File: config.mk
export PLATFORM = sky130hd
export DESIGN_NAME = mul_div_unit
export DESIGN_NICKNAME = d
export VERILOG_FILES = /design/src/rtl/mul_div_unit.sv
export SDC_FILE = /design/constraint.sdc
export NUM_CORES = 1
export LEC_CHECK = 0
export BUFFER_PORTS_ARGS = -buffer_cell sky130_fd_sc_hd__buf_4
export CAP_MARGIN = 30
export CORE_UTILIZATION = 25
export CTS_CLUSTER_DIAMETER = 120
export CTS_CLUSTER_SIZE = 28
export DETAILED_ROUTE_END_ITERATION = 10
export GPL_ROUTABILITY_DRIVEN = 0
export PLACE_DENSITY = 0.5
export SYNTH_ARGS = -nofsm -noshare
export SYNTH_HDL_FRONTEND = slang
export SYNTH_SLANG_ARGS = --single-unit
File: constraint.sdc
create_clock -name clk -period 7.2 [get_ports clk]
set_input_delay 1.44 -clock clk [delete_from_list [all_inputs] [get_ports clk]]
set_output_delay 1.44 -clock clk [all_outputs]
set_load 0.01 [all_outputs]
File: src/rtl/mul_div_unit.sv
// Iterative multiply/divide unit holding architectural HI/LO registers.
// Shift-add multiply and restoring divide on magnitudes, one bit per clock.
module mul_div_unit #(
   parameter int unsigned XLEN = 32
) (
   input  logic            clk,
   input  logic            rst_n,
   input  logic            start,
   input  logic [1:0]      op,
   input  logic [XLEN-1:0] rs_data,
   input  logic [XLEN-1:0] rt_data,
   input  logic            hi_we,
   input  logic            lo_we,
   input  logic [XLEN-1:0] mt_data,
   output logic            busy,
   output logic            done,
   output logic [XLEN-1:0] hi,
   output logic [XLEN-1:0] lo
);

   localparam int unsigned CntW = $clog2(XLEN);

   typedef enum logic [1:0] {StIdle, StCalc, StFix} state_e;

   state_e            state_q, state_d;
   logic [CntW-1:0]   cnt_q, cnt_d;
   logic              is_div_q, is_div_d;
   logic              div0_q, div0_d;
   logic              neg_res_q, neg_res_d;
   logic              neg_rem_q, neg_rem_d;
   logic [XLEN-1:0]   opb_q, opb_d;
   logic [XLEN-1:0]   acc_hi_q, acc_hi_d;
   logic [XLEN-1:0]   acc_lo_q, acc_lo_d;
   logic [XLEN-1:0]   hi_q, hi_d;
   logic [XLEN-1:0]   lo_q, lo_d;
   logic              busy_q, busy_d;
   logic              done_q, done_d;

   logic              op_signed;
   logic              a_neg, b_neg;
   logic [XLEN-1:0]   a_mag, b_mag;
   logic [XLEN:0]     mul_sum;
   logic [XLEN:0]     div_shift;
   logic [XLEN:0]     div_diff;
   logic [2*XLEN-1:0] prod;
   logic [2*XLEN-1:0] prod_fix;
   logic [XLEN-1:0]   quo_fix;
   logic [XLEN-1:0]   rem_fix;

   always_comb begin
      op_signed = ~op[0];
      a_neg     = op_signed & rs_data[XLEN-1];
      b_neg     = op_signed & rt_data[XLEN-1];
      a_mag     = a_neg ? (~rs_data) + XLEN'(1) : rs_data;
      b_mag     = b_neg ? (~rt_data) + XLEN'(1) : rt_data;

      mul_sum   = {1'b0, acc_hi_q} + (acc_lo_q[0] ? {1'b0, opb_q} : {(XLEN+1){1'b0}});
      div_shift = {acc_hi_q, acc_lo_q[XLEN-1]};
      div_diff  = div_shift - {1'b0, opb_q};

      prod      = {acc_hi_q, acc_lo_q};
      prod_fix  = neg_res_q ? (~prod) + (2*XLEN)'(1) : prod;
      quo_fix   = neg_res_q ? (~acc_lo_q) + XLEN'(1) : acc_lo_q;
      // A zero divisor leaves the dividend magnitude in the remainder, so the
      // sign fix-up restores the raw latched rs value.
      rem_fix   = neg_rem_q ? (~acc_hi_q) + XLEN'(1) : acc_hi_q;
   end

   always_comb begin
      state_d   = state_q;
      cnt_d     = cnt_q;
      is_div_d  = is_div_q;
      div0_d    = div0_q;
      neg_res_d = neg_res_q;
      neg_rem_d = neg_rem_q;
      opb_d     = opb_q;
      acc_hi_d  = acc_hi_q;
      acc_lo_d  = acc_lo_q;
      hi_d      = hi_q;
      lo_d      = lo_q;
      busy_d    = busy_q;
      done_d    = 1'b0;

      unique case (state_q)
         StIdle: begin
            if (start) begin
               state_d   = StCalc;
               busy_d    = 1'b1;
               cnt_d     = '0;
               is_div_d  = op[1];
               div0_d    = op[1] & (rt_data == '0);
               neg_res_d = a_neg ^ b_neg;
               neg_rem_d = a_neg;
               opb_d     = op[1] ? b_mag : a_mag;
               acc_hi_d  = '0;
               acc_lo_d  = op[1] ? a_mag : b_mag;
            end else begin
               if (hi_we) hi_d = mt_data;
               if (lo_we) lo_d = mt_data;
            end
         end
         StCalc: begin
            if (is_div_q) begin
               // Restoring step: keep the trial difference only when it did not borrow.
               if (!div_diff[XLEN]) begin
                  acc_hi_d = div_diff[XLEN-1:0];
                  acc_lo_d = {acc_lo_q[XLEN-2:0], 1'b1};
               end else begin
                  acc_hi_d = div_shift[XLEN-1:0];
                  acc_lo_d = {acc_lo_q[XLEN-2:0], 1'b0};
               end
            end else begin
               acc_hi_d = mul_sum[XLEN:1];
               acc_lo_d = {mul_sum[0], acc_lo_q[XLEN-1:1]};
            end
            if (cnt_q == CntW'(XLEN - 1)) begin
               state_d = StFix;
               cnt_d   = '0;
            end else begin
               cnt_d = cnt_q + CntW'(1);
            end
         end
         StFix: begin
            if (is_div_q) begin
               lo_d = div0_q ? {XLEN{1'b1}} : quo_fix;
               hi_d = rem_fix;
            end else begin
               {hi_d, lo_d} = prod_fix;
            end
            state_d = StIdle;
            busy_d  = 1'b0;
            done_d  = 1'b1;
         end
         default: begin
            state_d = StIdle;
            busy_d  = 1'b0;
         end
      endcase
   end

   always_ff @(posedge clk or negedge rst_n) begin
      if (!rst_n) begin
         state_q   <= StIdle;
         cnt_q     <= '0;
         is_div_q  <= 1'b0;
         div0_q    <= 1'b0;
         neg_res_q <= 1'b0;
         neg_rem_q <= 1'b0;
         opb_q     <= '0;
         acc_hi_q  <= '0;
         acc_lo_q  <= '0;
         hi_q      <= '0;
         lo_q      <= '0;
         busy_q    <= 1'b0;
         done_q    <= 1'b0;
      end else begin
         state_q   <= state_d;
         cnt_q     <= cnt_d;
         is_div_q  <= is_div_d;
         div0_q    <= div0_d;
         neg_res_q <= neg_res_d;
         neg_rem_q <= neg_rem_d;
         opb_q     <= opb_d;
         acc_hi_q  <= acc_hi_d;
         acc_lo_q  <= acc_lo_d;
         hi_q      <= hi_d;
         lo_q      <= lo_d;
         busy_q    <= busy_d;
         done_q    <= done_d;
      end
   end

   assign busy = busy_q;
   assign done = done_q;
   assign hi   = hi_q;
   assign lo   = lo_q;

endmodule

==> results of run 1 <==
[flip-flops by register name, summed over array words and instances (netlist names)]
| name | cells |
|---|---|
| neg_rem_q | 1 |
| hi | 32 |
| cnt_q | 5 |
| is_div_q | 1 |
| busy | 1 |
| acc_hi_q | 32 |
| done | 1 |
| acc_lo_q | 32 |
| opb_q | 32 |
| div0_q | 1 |
| neg_res_q | 1 |
| state_q | 2 |
| lo | 32 |
[cell families (layout without fill, tap and decap cells)]
family	Yosys count	after routing	synth area share (%)
xor+xnor	175	175	10.4
fa+ha+maj	72	72	6.19
other cells	0	2	0
compound gates	626	626	26.3
buf+inv	175	286	4.55
flops	173	173	29.3
simple gates	544	544	17.4
mux	86	86	5.82
[how the worst max path moves through the flow]
stage | from | end | depth (start not counted)
after floorplan | rs_data[16] | acc_lo_q[29] | 10
after global placement | rt_data[5] | opb_q[26] | 11
after detailed placement | rt_data[5] | acc_lo_q[26] | 11
after CTS | acc_hi_q[0] | acc_hi_q[10] | 13
after global routing | acc_lo_q[0] | acc_hi_q[31] | 13
final | acc_hi_q[0] | acc_hi_q[10] | 13
[report_power, final]
part           switching (mW)  internal (mW)  total, mW  leakage, nW
clock                   0.501          0.469      0.970        0.289
sequential              0.788           1.46       2.25         2.06
combinational            3.42           2.49       5.91         4.85
[stage by stage]
stage	setup WS (ns)	hold slack, ns
after CTS	2.99	0.489
after detailed placement	2.83	0.472
after global placement	2.81	0.464
after floorplan	3.47	0.450
after global routing	2.75	0.517
final	2.95	0.490
[placed cells by master (no fill, tap or decap), types with 8 or more instances in the layout]
cell type	synthesis	layout
xnor2_1	98	98
o22ai_1	19	19
nor2_1	132	131
o31ai_1	24	24
nand2_1	207	206
a221o_1	17	17
buf_4	3	185
and3_1	11	11
o21a_1	9	9
nor3_1	31	31
a22oi_1	20	20
mux2i_1	86	86
inv_1	64	64
nor2b_1	24	23
a31oi_1	17	17
ha_1	70	70
xor2_1	76	76
nand4_1	11	11
o221ai_1	8	8
nor4_1	11	11
clkbuf_16	0	17
a211oi_1	49	49
nand3_1	33	33
a21oi_1	156	156
and2_1	9	8
o21ai_0	201	201
dfrtp_1	173	172
nand2b_1	25	25
o211ai_1	26	26
a21o_1	26	26
or3_1	13	13
[metal layers]
metal	part of all wire [%]	wire (um)	global-route usage, %	vias up
met2	43	23700	27.4	420
li1	-	-	-	6898
met3	6.4	3540	4.01	46
met4	1.5	834	3.97	0
met5	0	0	0	-
met1	49	27000	26.2	6917
[area by class of cell]
class	count	share of cell area [%]
Antenna cell	2	0.0287
Clock buffer	17	2.44
Clock inverter	15	0.991
Inverter	65	1.40
Multi-Input combinational cell	1503	56.4
Sequential cell	173	24.9
Tap cell	765	5.50
Timing Repair Buffer	189	8.38
[critical path, delay by kind of cell, from the launching register on]
kind                     cells  cell delay, ns
AO/OA/AOI/OAI                6            1.38
buffers and inverters        2            0.78
flip-flops                   1            0.62
adder cells (fa/ha/maj)      1            0.46
AND/OR/NAND/NOR              2            0.45
multiplexers                 1            0.27
XOR/XNOR                     1            0.16
==> results.json, run 1 <==
{
  "outcome": "finished clean",
  "core_mm2": 0.0580,
  "setup_viol": 0,
  "syn_avg_cell_area_um2": 7.99,
  "synthArstFlopShare_pct": 100,
  "vias": 14300,
  "final_cell_area_mm2": 0.0174,
  "area_growth_syn_to_layout_pct": 17.8,
  "final_cells": 2729,
  "rows": 88,
  "ys_warn_count": 0,
  "clock.fmax_ghz": 0.235,
  "fin_util_pct": 30.0,
  "start_kind": "flop",
  "synthTopCellsByCount": "nand2_1, o21ai_0, dfrtp_1",
  "r2r_slack_ns": 2.95,
  "hpwlAfterDp_um": 42900,
  "antenna_found_initial": 0,
  "htree_levels": 4,
  "maxSlewViolCount": 0,
  "ys_types": 77,
  "clock-root-buffer": "clkbuf_16",
  "crit_chain": "inv_1 > fa_1 > nand2b_1 > a21oi_1 > o21ai_0 > nor2b_1 > o22a_1 > a41oi_4 > xor2_4 > buf_4 > mux2i_1 > a21oi_1 > a21o_1",
  "fp.dieW_um": 245,
  "firstDrtPassIters": 6,
  "insertion_delay_ns": 0.48,
  "grt_overflow_total": 0,
  "die_y_um": 245,
  "cts_buffer_depth": 2,
  "cts_tree": "yes",
  "place_area_mm2": 0.0168,
  "min_path_cells": 2,
  "power_mw": 9.13,
  "final.min_clock_period_ns": 4.25,
  "die-area_mm2": 0.0601,
  "whs_endpoint": "opb_q[24]",
  "p_per_area_mw_per_mm2": 524,
  "cp_common_cell": "a21oi_1",
  "synth_enable_flop_cells": 0,
  "post-route-drc-count": 0,
  "crit_slowest_cell": "dfrtp_1",
  "post_cts_buffers": 0,
  "seqCellArea_mm2": 0.00433,
  "slew_headroom_pct": 30.1,
  "worst-path-max-fanout": 43,
  "ys_ff_latch": 173,
  "leakagePower_nw": 7.20,
  "cp.required_ns": 7.57,
  "first_iter_violations": 1129,
  "r2r.worst_path.cells": 13,
  "crit_type": "flop to flop",
  "grt_pass1_vias": 13700,
  "wl_per_cell_um": 20.2,
  "grt_max_degree": 116,
  "tns_ns": 0,
  "r2r-start": "acc_hi_q[0]",
  "drive_above_1_share_pct": 12.8,
  "grt_pass1_wl_um": 83800,
  "netlist.area_leader.share_pct": 29.3,
  "synth_most_common_cell": "nand2_1",
  "yosys.area.top_type": "dfrtp_1",
  "arrival_ns": 4.62,
  "crit_path_end_kind": "flop",
  "cpPeakStageDelay_ns": 0.62,
  "num-fill-cells": 6203,
  "cts_buffers": 17,
  "dp.cells": 2695,
  "multi_input_area_mm2": 0.00982,
  "syn_nets": 2026,
  "min-delay-start": "opb_q[24]",
  "worstHoldPathType": "flop to flop",
  "max-vdd-ir-drop_uv": 285,
  "grt.total_usage_pct": 18.2,
  "synth_top_cells_by_area": "dfrtp_1, o21ai_0, ha_1",
  "ys.flop_type": "dfrtp_1",
  "clock_sinks": 173,
  "synth_area_mm2": 0.0148,
  "ys_seq_area_share_pct": 29.3,
  "hold_violations": 0,
  "nNetsFinal": 2124,
  "cap_violations": 0,
  "timing.final.crit_share_pct": 59.1,
  "clk_pin_slew_worst_paths_ns": 0.08,
  "holdBufCountCts": 0,
  "start_util_pct": 25.5,
  "ant_nets": 0,
  "fin_worst_skew_ns": 0.0177,
  "io_pins": 169,
  "r2r_end": "acc_hi_q[10]",
  "tightestPinTransition_ns": 1.05,
  "ctsResizeCount": 0,
  "vias_per_cell": 5.23,
  "port_buffers": 168,
  "rsz0062_at_grt": "false",
  "synth_cells": 1851,
  "wl_um": 55100
}
Power figures use the tool's default switching activity.
==> inputs of run 2 (changes only) <==
--- a/config.mk
+++ b/config.mk
@@ -12,7 +12,7 @@
 export CTS_CLUSTER_SIZE = 28
 export DETAILED_ROUTE_END_ITERATION = 10
 export GPL_ROUTABILITY_DRIVEN = 0
-export PLACE_DENSITY = 0.5
+export PLACE_DENSITY = 0.51
 export SYNTH_ARGS = -nofsm -noshare
 export SYNTH_HDL_FRONTEND = slang
 export SYNTH_SLANG_ARGS = --single-unit
==> constraint.sdc (replaced) <==
create_clock -name clk -period 3.5 [get_ports clk]
set_input_delay 0.7 -clock clk [delete_from_list [all_inputs] [get_ports clk]]
set_output_delay 0.7 -clock clk [all_outputs]
set_load 0.01 [all_outputs]
==> results.json, run 2 (synthesis results as in run 1) <==
{
  "hpwlAfterDp_um": 46600,
  "nNetsFinal": 2259,
  "cts_buffers": 17,
  "cap_violations": 0,
  "setup_viol": 0,
  "finalHoldWorstSlack_ns": 0.241,
  "wl_um": 58800,
  "crit_type": "flop to flop",
  "final_cells": 2862,
  "grt_pass1_wl_um": 87900,
  "grt_pass1_vias": 14200,
  "clock_sinks": 173,
  "leakagePower_nw": 7.88,
  "drive_above_1_share_pct": 19.0,
  "outcome": "finished clean",
  "maxSlewViolCount": 0,
  "firstDrtPassIters": 8,
  "die_y_um": 245,
  "hold_violations": 0,
  "clock-root-buffer": "clkbuf_16",
  "final.min_clock_period_ns": 3.42,
  "ant_nets": 0,
  "power_mw": 20.6,
  "timing.final.crit_share_pct": 97.8,
  "tightestPinTransition_ns": 1.02,
  "fin_util_pct": 32.0,
  "start_util_pct": 25.5,
  "clk_pin_slew_worst_paths_ns": 0.07,
  "vias_per_cell": 5.25,
  "fin_worst_skew_ns": 0.0185,
  "p_per_area_mw_per_mm2": 1110,
  "port_buffers": 168,
  "arrival_ns": 3.81,
  "grt_overflow_total": 0,
  "vias": 15000,
  "die-area_mm2": 0.0601,
  "antenna_found_initial": 1,
  "clock.fmax_ghz": 0.292,
  "fp.dieW_um": 245,
  "mostFrequentLayoutCell": "buf_4",
  "insertion_delay_ns": 0.48,
  "grt.total_usage_pct": 19.2,
  "worst-path-max-fanout": 11,
  "max-vdd-ir-drop_uv": 757,
  "htree_levels": 4,
  "core_mm2": 0.0580,
  "wl_per_cell_um": 20.5,
  "area_growth_syn_to_layout_pct": 25.5,
  "cts_buffer_depth": 2,
  "mostFrequentLayoutCells": "buf_4, nand2_1, o21ai_0",
  "rows": 88,
  "rsz0062_at_grt": "true",
  "grt_max_degree": 81,
  "antenna_cells": 0,
  "dp.cells": 2823,
  "worstHoldPathType": "primary input to asynchronous set/reset pin",
  "io_pins": 169,
  "cts_tree": "yes",
  "start_kind": "flop",
  "first_iter_violations": 1437,
  "slew_headroom_pct": 32.0,
  "post-route-drc-count": 0,
  "cp.required_ns": 3.89,
  "crit_path_end_kind": "flop"
}
==> run 2: worst max-delay path: stages (launching register included) <==
cell	delay (ns)
dfrtp_1	0.43
inv_2	0.11
buf_12	0.14
nor2_1	0.05
ha_1	0.34
buf_4	0.15
o21a_1	0.18
o211ai_1	0.16
buf_4	0.15
or3_1	0.09
o21ai_1	0.11
a211o_1	0.41
a31o_2	0.29
a211oi_2	0.22
o21bai_1	0.10
xnor2_1	0.15
a211oi_2	0.23
==> run 2: path summary, 6_finish.rpt <==
check,start,end,slack [ns],cells after the start
worst max-delay path,acc_lo_q[0],acc_hi_q[30],0.08,16
worst min-delay path,rst_n,hi[7],0.24,1
worst max register to register,acc_lo_q[0],acc_hi_q[30],0.08,16
worst min register to register,div0_q,div0_q,0.49,2
max in group asynchronous,rst_n,is_div_q,2.41,2
min in group clk,mt_data[20],lo[20],0.47,2
==> run 2: repair_timing <==
item                       in CTS  in global routing
cloned                          0                  1
pin swaps                       1                  7
resized for setup               3                 18
hold buffers                    0                  0
setup buffers                   1                  5
setup endpoints to repair       4                 15
==> run 2: report_power, final <==
group | switching (mW) | leakage [nW] | internal, mW
clock network | 0.978 | 0.274 | 1.01
logic | 8.23 | 5.55 | 6.45
registers | 0.965 | 2.06 | 3.02
total | 10.2 | 7.88 | 10.5
==> run 2: per-layer routing <==
layer / track usage (%) / vias up / routed length (um)
met5: 0 / - / 0
met1: 27.9 / 7269 / 27900
met3: 3.53 / 52 / 4440
met2: 28.6 / 541 / 25200
li1: - / 7169 / -
met4: 5.44 / 0 / 1280
==> run 2: layout make-up <==
cell class / instances / area, um^2
Inverter: 65 / 244
Clock inverter: 14 / 153
Multi-Input combinational cell: 1503 / 9890
Clock buffer: 18 / 429
Sequential cell: 173 / 4330
Fill cell: 6166 / 39500
Timing Repair Buffer: 324 / 2550
Tap cell: 765 / 957
==> run 2: per-stage QoR <==
stage	TNS [ns]	cell area [um^2]	setup WS, ns
floorplan	0	14800	0.0448
global placement	-0.0227	17800	-0.0211
detailed placement	-0.182	17800	-0.0884
CTS	0	18400	0.0118
global route	-0.0548	18600	-0.0370
finish	0	18600	0.0767
==> inputs of run 3 (changes only) <==
--- a/config.mk
+++ b/config.mk
@@ -5,6 +5,7 @@
 export SDC_FILE = /design/constraint.sdc
 export NUM_CORES = 1
 export LEC_CHECK = 0
+export ABC_AREA = 1
 export BUFFER_PORTS_ARGS = -buffer_cell sky130_fd_sc_hd__buf_4
 export CAP_MARGIN = 30
 export CORE_UTILIZATION = 25
==> results.json, run 3 <==
{
  "outcome": "finished clean",
  "crit_type": "flop to flop",
  "ant_nets": 0,
  "ys.flop_type": "dfrtp_1",
  "tns_ns": 0,
  "vias_per_cell": 5.03,
  "antenna_found_initial": 0,
  "final_cell_area_mm2": 0.0210,
  "seqCellArea_mm2": 0.00433,
  "htree_levels": 4,
  "wl_um": 81000,
  "yosys.area.top_type": "dfrtp_1",
  "p_per_area_mw_per_mm2": 1080,
  "rsz0062_at_grt": "false",
  "startpoint": "acc_lo_q[31]",
  "r2r_end": "acc_lo_q[0]",
  "ys_warn_count": 0,
  "final_cells": 4153,
  "grt_overflow_total": 0,
  "ys_seq_area_share_pct": 24.0,
  "core_mm2": 0.0714,
  "antenna_cells": 0,
  "dp.cells": 4121,
  "synthAdderAreaFrac_pct": 5.09,
  "clock.fmax_ghz": 0.347,
  "grt.total_usage_pct": 21.8,
  "layout_setup_ws_ns": 0.616,
  "fp.dieW_um": 270,
  "tightestPinTransition_ns": 0.884,
  "clock-root-buffer": "clkbuf_16",
  "worst-path-max-fanout": 32,
  "synthTopCellsByCount": "nand2_1, inv_1, nand3_1",
  "start_util_pct": 25.2,
  "grt_pass1_vias": 19100,
  "r2r.worst_path.cells": 19,
  "die_y_um": 270,
  "holdBufCountCts": 0,
  "nNetsFinal": 3365,
  "cts_buffers": 17,
  "max-vdd-ir-drop_uv": 419,
  "cts_buffer_depth": 2,
  "rows": 98,
  "start_kind": "flop",
  "syn_avg_cell_area_um2": 5.90,
  "synth_compound_area_share_pct": 15.9,
  "place_area_mm2": 0.0205,
  "ys_ff_latch": 173,
  "synthMuxAreaShare_pct": 0,
  "crit_path_end_kind": "flop",
  "synth_area_mm2": 0.0180,
  "synth_top_cells_by_area": "dfrtp_1, nand2_1, nand3_1",
  "post_cts_buffers": 0,
  "ctsResizeCount": 0,
  "leakagePower_nw": 10.6,
  "ys_types": 54,
  "num-fill-cells": 8186,
  "post-route-drc-count": 0,
  "arrival_ns": 3.25,
  "drive_above_1_share_pct": 9.93,
  "synthArstFlopShare_pct": 100,
  "multi_input_area_mm2": 0.0117,
  "area_growth_syn_to_layout_pct": 16.8,
  "syn_nets": 3225,
  "synth_enable_flop_cells": 0,
  "dp_slack_ns": 0.604,
  "wl_per_cell_um": 19.5,
  "die-area_mm2": 0.0731,
  "hpwlAfterDp_um": 66000,
  "hold_violations": 0,
  "synth_cells": 3050,
  "timing.final.crit_share_pct": 82.4,
  "synthXorXnorAreaFrac_pct": 3.06,
  "mostFrequentLayoutCell": "nand2_1",
  "fin_worst_skew_ns": 0.0203,
  "worstHoldPathType": "primary input to asynchronous set/reset pin",
  "cts_tree": "yes",
  "synth_top_family_by_area": "simple AND/OR/NAND/NOR gates",
  "io_pins": 169,
  "grt_max_degree": 93,
  "fin_util_pct": 29.5,
  "slew_headroom_pct": 40.5,
  "port_buffers": 168,
  "cap_violations": 0,
  "netlist.area_leader.share_pct": 24.0,
  "synth_most_common_cell": "nand2_1",
  "insertion_delay_ns": 0.51,
  "setup_viol": 0,
  "mostFrequentLayoutCells": "nand2_1, inv_1, nand3_1",
  "clock_sinks": 173,
  "first_iter_violations": 2415,
  "synth-simple-area-share_pct": 40.6,
  "clk_pin_slew_worst_paths_ns": 0.08,
  "firstDrtPassIters": 6,
  "r2r-start": "acc_lo_q[31]",
  "maxSlewViolCount": 0,
  "final.min_clock_period_ns": 2.88,
  "cp.required_ns": 3.86,
  "r2r_slack_ns": 0.62,
  "grt_pass1_wl_um": 121000,
  "vias": 20900
}
run 3: changes by cell type in the layout (fill, tap and decap cells not counted), moves of 85 or more:
cell	change
buf_4	-95
nand3_1	+300
nor2_1	+130
nand2_1	+756
mux2i_1	-85
inv_1	+347
run 3: worst max-delay path by stage:
stage,endpoint,cells past startpoint
2_1_floorplan,acc_hi_q[27],19
3_3_place_gp,acc_lo_q[15],7
3_5_place_dp,acc_lo_q[15],7
4_1_cts,acc_lo_q[0],19
5_1_grt,acc_lo_q[0],19
6_report,acc_lo_q[0],19
run 3: layout make-up:
class | count | share of cell area, %
Timing Repair Buffer | 223 | 8.17
Tap cell | 950 | 5.65
Inverter | 419 | 7.48
Clock buffer | 18 | 2.04
Clock inverter | 14 | 0.625
Sequential cell | 173 | 20.6
Multi-Input combinational cell | 2356 | 55.5
run 3: logic make-up (layout without fill, tap and decap cells):
kind of cell | after synthesis | in the layout
compound gates | 499 | 499
xor+xnor | 63 | 63
fa+ha+maj | 72 | 72
buf+inv | 521 | 674
flops | 173 | 173
simple gates | 1722 | 1722
run 3: stage by stage:
stage	hold slack (ns)	power [mW]
global route	0.333	24.8
floorplan	0.404	15.0
global placement	0.475	20.5
CTS	0.291	22.5
detailed placement	0.481	20.4
finish	0.253	22.8
run 3: where the power goes:
part           total, mW  internal, mW  switching [mW]  leakage [nW]
combinational       16.6          5.49            11.1          8.21
clock               1.95         0.989           0.958         0.281
sequential          4.26          3.03            1.23          2.11
run 3: critical path, stage by stage (launching register included):
cell and delay (ns):
dfrtp_1 0.43, inv_1 0.12, ha_1 0.23, fa_1 0.41, inv_1 0.09, nand2_1 0.05
nand2_1 0.08, nand3_1 0.08, nand2_2 0.12, nand2_1 0.08, nand2_2 0.08, nand2_2 0.07
nand2_2 0.08, nand2_2 0.07, nand2_4 0.29, nand2_1 0.16, nand2_1 0.09, nand2_1 0.05
nand2_1 0.06, o21ai_0 0.10
run 3: metal layers:
metal,part of all wire (%),global-route usage (%),vias up,wire [um]
met5,0,0,-,0
met4,3.1,7.48,0,2530
met3,8.1,3.55,101,6560
met2,42,31.5,877,33700
met1,47,32.4,9684,38200
li1,-,-,10200,-
